### src/rtl/jt10_mix_pkg.sv
// Shared types and helpers for the serial stereo sound mixer.
// Holds the FSM encoding, the unity-gain constant and the clip helper.
package jt10_mix_pkg;

  typedef enum logic [1:0] {
    ST_IDLE = 2'd0,
    ST_ACC  = 2'd1,
    ST_DONE = 2'd2
  } mix_state_t;

  function automatic int unsigned unity_gain(input int unsigned frac);
    return 32'd1 << frac;
  endfunction

  // Clamp a sign-extended value into the range of a wo-bit signed word.
  function automatic logic signed [63:0] sat_clip(input logic signed [63:0] v,
                                                   input int unsigned wo);
    logic signed [63:0] hi;
    logic signed [63:0] lo;
    hi = (64'sd1 <<< (wo - 1)) - 64'sd1;
    lo = -(64'sd1 <<< (wo - 1));
    if (v > hi) return hi;
    if (v < lo) return lo;
    return v;
  endfunction

endpackage

### src/rtl/jt10_mix_sat.sv
// Shift-and-clip stage: floors the accumulator by FRAC bits and saturates to WO bits.
// Purely combinational; the caller registers dout and clip.
module jt10_mix_sat
  import jt10_mix_pkg::*;
#(
  parameter int WA   = 28,
  parameter int WO   = 16,
  parameter int FRAC = 4
) (
  input  logic signed [WA-1:0] acc,
  output logic signed [WO-1:0] dout,
  output logic                 clip
);

  logic signed [WA-1:0] shifted;
  logic signed [63:0]   wide;
  logic signed [63:0]   clipped;

  always_comb begin
    shifted = acc >>> FRAC;
    wide    = 64'(shifted);
    clipped = sat_clip(wide, WO);
    dout    = clipped[WO-1:0];
    clip    = (clipped != wide);
  end

endmodule

### src/rtl/jt10_snd_mix.sv
// Serial stereo mixer: one channel per cen through gain/pan into wide accumulators.
// Result appears NCH+1 cen cycles after the accepting strobe; gain writes while busy are deferred.
module jt10_snd_mix
  import jt10_mix_pkg::*;
#(
  parameter int NCH  = 6,
  parameter int WI   = 16,
  parameter int WO   = 16,
  parameter int GW   = 8,
  parameter int FRAC = 4,
  parameter int AW   = $clog2(NCH)
) (
  input  logic                 clk,
  input  logic                 rst,
  input  logic                 cen,
  input  logic [NCH*WI-1:0]    ch_in,
  input  logic [NCH-1:0]       ch_en,
  input  logic                 sample_in,
  input  logic                 gain_we,
  input  logic [AW-1:0]        gain_addr,
  input  logic [GW-1:0]        gain_din,
  input  logic [1:0]           pan_din,
  output logic signed [WO-1:0] snd_left,
  output logic signed [WO-1:0] snd_right,
  output logic                 snd_sample,
  output logic                 busy,
  output logic                 sat_l,
  output logic                 sat_r,
  output logic                 overrun
);

  localparam int WP = WI + GW + 1;
  localparam int WA = WP + AW;
  localparam logic [GW-1:0] UNITY = GW'(unity_gain(FRAC));

  mix_state_t state, state_nxt;

  logic [AW-1:0]        cnt;
  logic signed [WI-1:0] snap_smp [NCH];
  logic [NCH-1:0]       snap_en;

  logic [GW-1:0]        gain_tbl [NCH];
  logic [1:0]           pan_tbl  [NCH];

  logic                 pend_vld;
  logic [AW-1:0]        pend_addr;
  logic [GW-1:0]        pend_gain;
  logic [1:0]           pend_pan;

  logic signed [WA-1:0] acc_l;
  logic signed [WA-1:0] acc_r;
  logic signed [WP-1:0] prod;

  logic                 wr_ok;
  logic                 accept;
  logic                 last_ch;
  logic                 to_idle;

  logic signed [WO-1:0] mix_l;
  logic signed [WO-1:0] mix_r;
  logic                 clip_l;
  logic                 clip_r;

  assign wr_ok   = gain_we && (int'(gain_addr) < NCH);
  assign accept  = cen && sample_in && (state == ST_IDLE);
  assign last_ch = (int'(cnt) == NCH - 1);
  assign to_idle = cen && (state == ST_DONE);
  assign busy    = (state != ST_IDLE);

  always_ff @(posedge clk or posedge rst) begin
    if (rst) state <= ST_IDLE;
    else     state <= state_nxt;
  end

  always_comb begin
    state_nxt = state;
    if (cen) begin
      case (state)
        ST_IDLE: if (sample_in) state_nxt = ST_ACC;
        ST_ACC:  if (last_ch)   state_nxt = ST_DONE;
        ST_DONE: state_nxt = ST_IDLE;
        default: state_nxt = ST_IDLE;
      endcase
    end
  end

  // Gain is zero-extended so the multiply stays signed without reinterpreting its MSB.
  always_comb begin
    prod = WP'(snap_smp[cnt]) * WP'($signed({1'b0, gain_tbl[cnt]}));
  end

  always_ff @(posedge clk or posedge rst) begin
    if (rst) begin
      cnt        <= '0;
      snap_en    <= '0;
      acc_l      <= '0;
      acc_r      <= '0;
      snd_left   <= '0;
      snd_right  <= '0;
      snd_sample <= 1'b0;
      sat_l      <= 1'b0;
      sat_r      <= 1'b0;
      overrun    <= 1'b0;
      for (int k = 0; k < NCH; k++) snap_smp[k] <= '0;
    end else begin
      snd_sample <= 1'b0;
      if (accept) begin
        for (int k = 0; k < NCH; k++) snap_smp[k] <= ch_in[k*WI +: WI];
        snap_en <= ch_en;
        acc_l   <= '0;
        acc_r   <= '0;
        cnt     <= '0;
      end
      if (cen && sample_in && (state != ST_IDLE)) overrun <= 1'b1;
      if (cen && (state == ST_ACC)) begin
        if (snap_en[cnt] && pan_tbl[cnt][1]) acc_l <= acc_l + WA'(prod);
        if (snap_en[cnt] && pan_tbl[cnt][0]) acc_r <= acc_r + WA'(prod);
        cnt <= last_ch ? '0 : cnt + AW'(1);
      end
      if (to_idle) begin
        snd_left   <= mix_l;
        snd_right  <= mix_r;
        sat_l      <= clip_l;
        sat_r      <= clip_r;
        snd_sample <= 1'b1;
      end
    end
  end

  // Writes landing mid-sample are parked and committed on the edge back to IDLE.
  always_ff @(posedge clk or posedge rst) begin
    if (rst) begin
      pend_vld  <= 1'b0;
      pend_addr <= '0;
      pend_gain <= '0;
      pend_pan  <= '0;
      for (int k = 0; k < NCH; k++) begin
        gain_tbl[k] <= UNITY;
        pan_tbl[k]  <= 2'b11;
      end
    end else if (state == ST_IDLE) begin
      if (wr_ok) begin
        gain_tbl[gain_addr] <= gain_din;
        pan_tbl[gain_addr]  <= pan_din;
      end
    end else if (to_idle) begin
      pend_vld <= 1'b0;
      if (wr_ok) begin
        gain_tbl[gain_addr] <= gain_din;
        pan_tbl[gain_addr]  <= pan_din;
      end else if (pend_vld) begin
        gain_tbl[pend_addr] <= pend_gain;
        pan_tbl[pend_addr]  <= pend_pan;
      end
    end else if (wr_ok) begin
      pend_vld  <= 1'b1;
      pend_addr <= gain_addr;
      pend_gain <= gain_din;
      pend_pan  <= pan_din;
    end
  end

  jt10_mix_sat #(.WA(WA), .WO(WO), .FRAC(FRAC)) u_sat_l (
    .acc  (acc_l),
    .dout (mix_l),
    .clip (clip_l)
  );

  jt10_mix_sat #(.WA(WA), .WO(WO), .FRAC(FRAC)) u_sat_r (
    .acc  (acc_r),
    .dout (mix_r),
    .clip (clip_r)
  );

endmodule

### config.mk
export PLATFORM = sky130hd
export DESIGN_NAME = jt10_snd_mix
export DESIGN_NICKNAME = d
export VERILOG_FILES = /design/src/rtl/jt10_mix_pkg.sv /design/src/rtl/jt10_mix_sat.sv /design/src/rtl/jt10_snd_mix.sv
export SDC_FILE = /design/constraint.sdc
export NUM_CORES = 1
export LEC_CHECK = 0
export ABC_AREA = 1
export CORE_MARGIN = 3
export CORE_UTILIZATION = 38
export CTS_CLUSTER_DIAMETER = 60
export DETAILED_ROUTE_END_ITERATION = 10
export PLACE_DENSITY_LB_ADDON = 0.15
export SYNTH_ARGS = -nofsm -noshare
export SYNTH_HDL_FRONTEND = slang
export SYNTH_SLANG_ARGS = --single-unit
### constraint.sdc
create_clock -name clk -period 9.6 [get_ports clk]
set_input_delay 1.44 -clock clk [delete_from_list [all_inputs] [get_ports clk]]
set_output_delay 1.44 -clock clk [all_outputs]
set_load 0.03 [all_outputs]
== Word-level counts from Yosys, hierarchy flattened ==
Cells that the tools add are included.

* Register bits: 273

* $add $sub $neg: 3
* Multipliers: 1
* Magnitude comparators: 11
* Equal/unequal tests: 9
* Mux-type cells: 62
* Bitwise logic cells: 5
* Reductions and logical operators: 19

{| class="wikitable"
|+ Operators by type and width
! cell !! number
|-
| $mux W64 || 8
|-
| $mux W48 || 5
|-
| $mux W28 || 6
|-
| $ne A64 B24 Y1 || 2
|-
| $bwmux W48 || 2
|-
| $mux W12 || 5
|-
| $add A28 B25 Y28 || 2
|-
| $bmux W16 S3 || 1
|-
| $demux W8 S3 || 2
|-
| $gt A24 B16 Y1 const B || 2
|-
| $lt A24 B16 Y1 const B || 2
|-
| $mux W16 || 2
|-
| $mux W8 || 4
|-
| $mul A16 B9 Y25 || 1
|-
| $bmux W8 S3 || 1
|-
| $bwmux W12 || 2
|-
| $demux W2 S3 || 2
|-
| $ge A4 B4 Y1 const B || 3
|-
| $mux W2 || 6
|-
| $not A3 Y4 || 3
|-
| $logic_and A1 B1 Y1 || 10
|-
| $mux W1 || 10
|-
| $mux W3 || 3
|-
| $reduce_and A3 Y1 || 3
|-
| 16 further kinds || 23
|}

== Logic depth before layout (Yosys ltp) ==
* Depth after elaboration: 10
* Gate-level depth with buffers: 41
* Mapped depth without buffers: 40

== Hierarchy ==
A second synthesis with hierarchy kept.

* Cell total of the unflattened synthesis: 2850
* Area, all modules: 21316.7 um2

{| class="wikitable"
|+ Modules (own cells, without submodules)
! module !! times used !! cells an instance !! area each (um2) !! sequential area each (um2)
|-
| jt10_snd_mix || 1 || 2708 || 20543.5 || 6854.1
|-
| jt10_mix_sat || 2 || 71 || 386.6 || 0.0
|}

== Worst setup path before layout ==
Ideal clock, no wire load.

* Path type: flip-flop to flip-flop
* Start point: register cnt[0]
* End point: register acc_r[27]
* Library setup time: 0.113 ns
* Arrival: 6.277 ns
* Data required time: 9.487 ns
* Path slack: 3.210 ns
* Cell stages (with the launch flop): 37
* Period minus slack after synthesis: 6.390 ns
* Cells stage by stage: dfrtp_1 -> inv_1 -> buf_2 -> buf_4 -> buf_2 -> nor2_1 -> o21ai_0 -> nand2_1 -> o21ai_2 -> nand2_1 -> inv_1 -> fa_1 -> inv_1 -> fa_1 -> fa_1 -> fa_1 -> inv_1 -> ha_1 -> nand2_1 -> nand2_1 -> nand3_1 -> nand2_1 -> a21oi_1 -> nand3_1 -> nand2_1 -> nand2_1 -> ha_1 -> nand2_1 -> nor3_1 -> nand2_1 -> nor3_1 -> nand2_1 -> and3_1 -> nand2_1 -> nand3_1 -> nand2_1 -> inv_1

* Cells in the longest elaborated chain, start to end: 8
* Elaborated cells between the ends (all ways): 17
* Classes of those cells: 1 x add/sub; 1 x mul; 13 x mux; 1 x bitwise; 1 x reduce/logical

{| class="wikitable"
|+ Ends and longest elaborated chain
! item !! RTL line !! RTL
|-
| start, declared || jt10_snd_mix.sv:38 || <nowiki>logic [AW-1:0] cnt;</nowiki>
|-
| start signal, assigned || jt10_snd_mix.sv:118 || <nowiki>cnt <= last_ch ? '0 : cnt + AW'(1);</nowiki>
|-
| $not A3 Y4 (implied by the code) || jt10_snd_mix.sv:89, jt10_snd_mix.sv:117 ||
|-
| $bmux W16 S3 / $bmux W8 S3 (equally long branches) || jt10_snd_mix.sv:89 || <nowiki>prod = WP'(snap_smp[cnt]) * WP'($signed({1'b0, gain_tbl[cnt]}));</nowiki>
|-
| $mux W16 (implied by the code) / $mux W8 (equally long branches) (2 in series) || jt10_snd_mix.sv:89 ||
|-
| $mul A16 B9 Y25 || jt10_snd_mix.sv:89 ||
|-
| $add A28 B25 Y28 || jt10_snd_mix.sv:117 || <nowiki>if (snap_en[cnt] && pan_tbl[cnt][0]) acc_r <= acc_r + WA'(prod);</nowiki>
|-
| $mux W28 * || jt10_snd_mix.sv:117 ||
|-
| $mux W28 * || jt10_snd_mix.sv:115 || <nowiki>if (cen && (state == ST_ACC)) begin</nowiki>
|-
| end signal, assigned || jt10_snd_mix.sv:117 ||
|-
| end, declared || jt10_snd_mix.sv:51 || <nowiki>logic signed [WA-1:0] acc_r;</nowiki>
|}

Every way passes the cells marked *; elsewhere a longest branch is shown, timed or not. The select of a mux whose other input is x is not followed.
A chain may end at the register's enable or synchronous reset.

== Worst setup path after layout ==
* Start point: register cnt[1]
* End point: register acc_r[25]

The elaborated chain is that of the path after synthesis.

==> results.ini <==
[place]
placed_cell_area_um2=23010
port_buffers=156
gp_congestion=0.9635
dp_hpwl_um=51480
post-place-ws_ps=1066

[yosys]
yosysSeqAreaShare_pct=32.68
synth_compound_area_share_pct=17.00
synthAdderAreaFrac_pct=16.61
syn-mean-instance-area_um2=7.556
synth-simple-area-share_pct=21.67
netlist_instances=2776
synth-warning-count=0
async_reset_ff_share_pct=100.0
synth_top_family_by_area=simple AND/OR/NAND/NOR gates
synth.distinct_cells=52
netlist_area_um2=20980
synth.largest_area_cell=dfrtp_1
synthFlopType=dfrtp_1
synthXorXnorAreaFrac_pct=1.837
synth_top_area_share_pct=30.42
synth_edf_count=0
yosys_register_bits=273
syn_nets=3112
synth_top_cells_by_area=dfrtp_1 30%, nand2_1 14%, fa_1 9.9%, inv_1 7.6%, ha_1 6.7%
synth_mux_area_share_pct=0.09544

[critical_path]
crit_fanout=24
r2r-start=cnt[1]$_DFFE_PP0P_
r2r-end=acc_r[25]$_DFF_PP0_
path_buf_inv=6
cp_slowest_cell=dfrtp_1
reg2regPathDepth=32
path_class=reg2reg
worst_ep_required_time_ps=10020
setup.worst_path.start=cnt[1]$_DFFE_PP0P_
end_kind=flop
reg2reg_setup_slack_ps=910
cp-endpoint=acc_r[25]$_DFF_PP0_
path_delay_family=adder cells
cpPeakStageDelay_ps=940
cp_common_cell=nand2_1
cp-start-kind=flop
cp_data_arrival_time_ps=9110
cp.depth=32

[timing]
finClkSkew_ps=47.64
period_share_pct=90.48
fin_ws_ps=913.7
setup-violations-final=0
rsz0062_at_grt=no
worst_slew_pin_slew_ps=1276
clock.fmax_ghz=0.1151
timing.hold.ws_ps=463.9
min_period_ps=8686
slew_viol_final=0
maxSlewHeadroom_pct=14.36
tns_ps=0
hold_viol_final=0

[outcome]
status=finished, final reports clean

[layout]
fillers=5572
layout.nets=3221
seqCellArea_um2=6854
postLayoutCellArea_um2=24380
layout_commonest_cell=nand2_1
antennaDiodeCount=0
mostFrequentLayoutCells=762 x nand2_1, 425 x inv_1, 255 x dfrtp_1
syn2layout_area_growth_pct=16.25
drive_gt1_share_pct=4.976
multi_input_area_um2=12010

[global_routing]
met3_usage_pct=3.028
grt_max_degree=162
grt_pass1_vias=19698
grt_pass1_wl_um=107800
grtUsageMet2_pct=40.83
grt_use_met1_pct=29.58
grt_usage_pct=23.57
antenna_found_initial=0
top_usage_layer=met2
overflow=0

[detailed_routing]
drt_first_pass_iters=5
ant_nets=0
post-route-drc-count=0
finalWirelength_um=67250
vias=19109
wl_per_cell_um=18.63
drt_iter0_markers=1312
drt-vias-per-instance=5.293

[floorplan]
start_util_pct=38.67
io_pins=157
core_um2=54240
die_x_um=240.9
die_area_um2=58050
num_rows=85
die_h_um=240.9

[clock_network]
cts_resized=0
clock_latency_ps=570
numCtsBuffers=39
path_clk_slew_ps=60
cts_buffer_depth=3
cts_setup_buffers=0
cts-root-buf=clkbuf_16
cts_sinks=273
hold_buffers=0
cts_tree=yes
cts.htree.levels=2

[run]
max_cap_viol_count=0

[min_path]
hp-class=reg2reg
holdPathStages=2

-- worst min-delay path by stage --
stage	startpoint	to	slack, ps
3_3_place_gp	snap_smp[73]$_DFFE_PP0P_	snap_smp[73]$_DFFE_PP0P_	450
5_1_grt	gain_tbl[12]$_DFFE_PP1P_	gain_tbl[12]$_DFFE_PP1P_	490
3_5_place_dp	snap_smp[17]$_DFFE_PP0P_	snap_smp[17]$_DFFE_PP0P_	450
4_1_cts	snap_smp[17]$_DFFE_PP0P_	snap_smp[17]$_DFFE_PP0P_	470
6_report	snap_en[0]$_DFFE_PP0P_	snap_en[0]$_DFFE_PP0P_	460
2_1_floorplan	snap_en[0]$_DFFE_PP0P_	snap_en[0]$_DFFE_PP0P_	440
-- registers in the layout, indices dropped and copies added, names as in the netlist, 6 cells and up --
register / cells
pend_gain: 8
snd_right: 16
acc_l: 28
acc_r: 28
snd_left: 16
snap_smp: 96
pan_tbl: 12
gain_tbl: 48
snap_en: 6
-- Yosys cell counts, types with 9 or more instances --
master    count
a21oi_1     172
a22oi_1      77
buf_2        40
buf_4         9
clkbuf_1     32
dfrtp_1     255
dfstp_2      18
fa_1        104
ha_1        112
inv_1       427
inv_2         9
nand2_1     762
nand3_1     111
nand4_1      27
nor2_1      172
nor3_1       27
o21ai_0     175
o21ai_1      35
o21ai_2      30
o221ai_1     10
o311ai_0     36
xnor2_1      20
xor2_1       24
-- metrics by stage --
step,std cells,utilization (%)
after floorplan,2776,-
after global placement,3540,42.42
after detailed placement,3540,42.42
after CTS,3610,44.96
after global routing,3610,44.96
final,3610,44.96
-- routing by layer --
| metal | part of all wire (%) | up-vias | routed length, um |
|---|---|---|---|
| li1 | - | 9238 | - |
| met1 | 43 | 9178 | 28660 |
| met2 | 49 | 536 | 32750 |
| met3 | 4.1 | 157 | 2752 |
| met4 | 4.6 | 0 | 3094 |
| met5 | 0 | - | 0 |
-- kinds of logic after synthesis --
kind of cell | after synthesis
flops | 273
buf+inv | 532
xor+xnor | 44
fa+ha+maj | 216
compound gates | 587
simple gates | 1122
mux | 2
-- worst reg2reg max path, delay by kind of cell (launching register included) --
| kind | cells | cell delay [ps] |
|---|---|---|
| buffers and inverters | 6 | 830 |
| adder cells (fa/ha/maj) | 6 | 2590 |
| flip-flops | 1 | 940 |
| AO/OA/AOI/OAI | 9 | 2010 |
| AND/OR/NAND/NOR | 10 | 1590 |
| XOR/XNOR | 1 | 560 |
-- area by class of cell --
type | instances | share of cell area (%)
Clock buffer | 54 | 4.608
Clock inverter | 16 | 1.031
Inverter | 438 | 6.799
Multi-Input combinational cell | 1971 | 49.24
Sequential cell | 273 | 28.11
Tap cell | 696 | 3.571
Timing Repair Buffer | 162 | 6.640
Power is not shown: default switching activity piles up to over one toggle a cycle in this logic, so the estimate is an artifact.
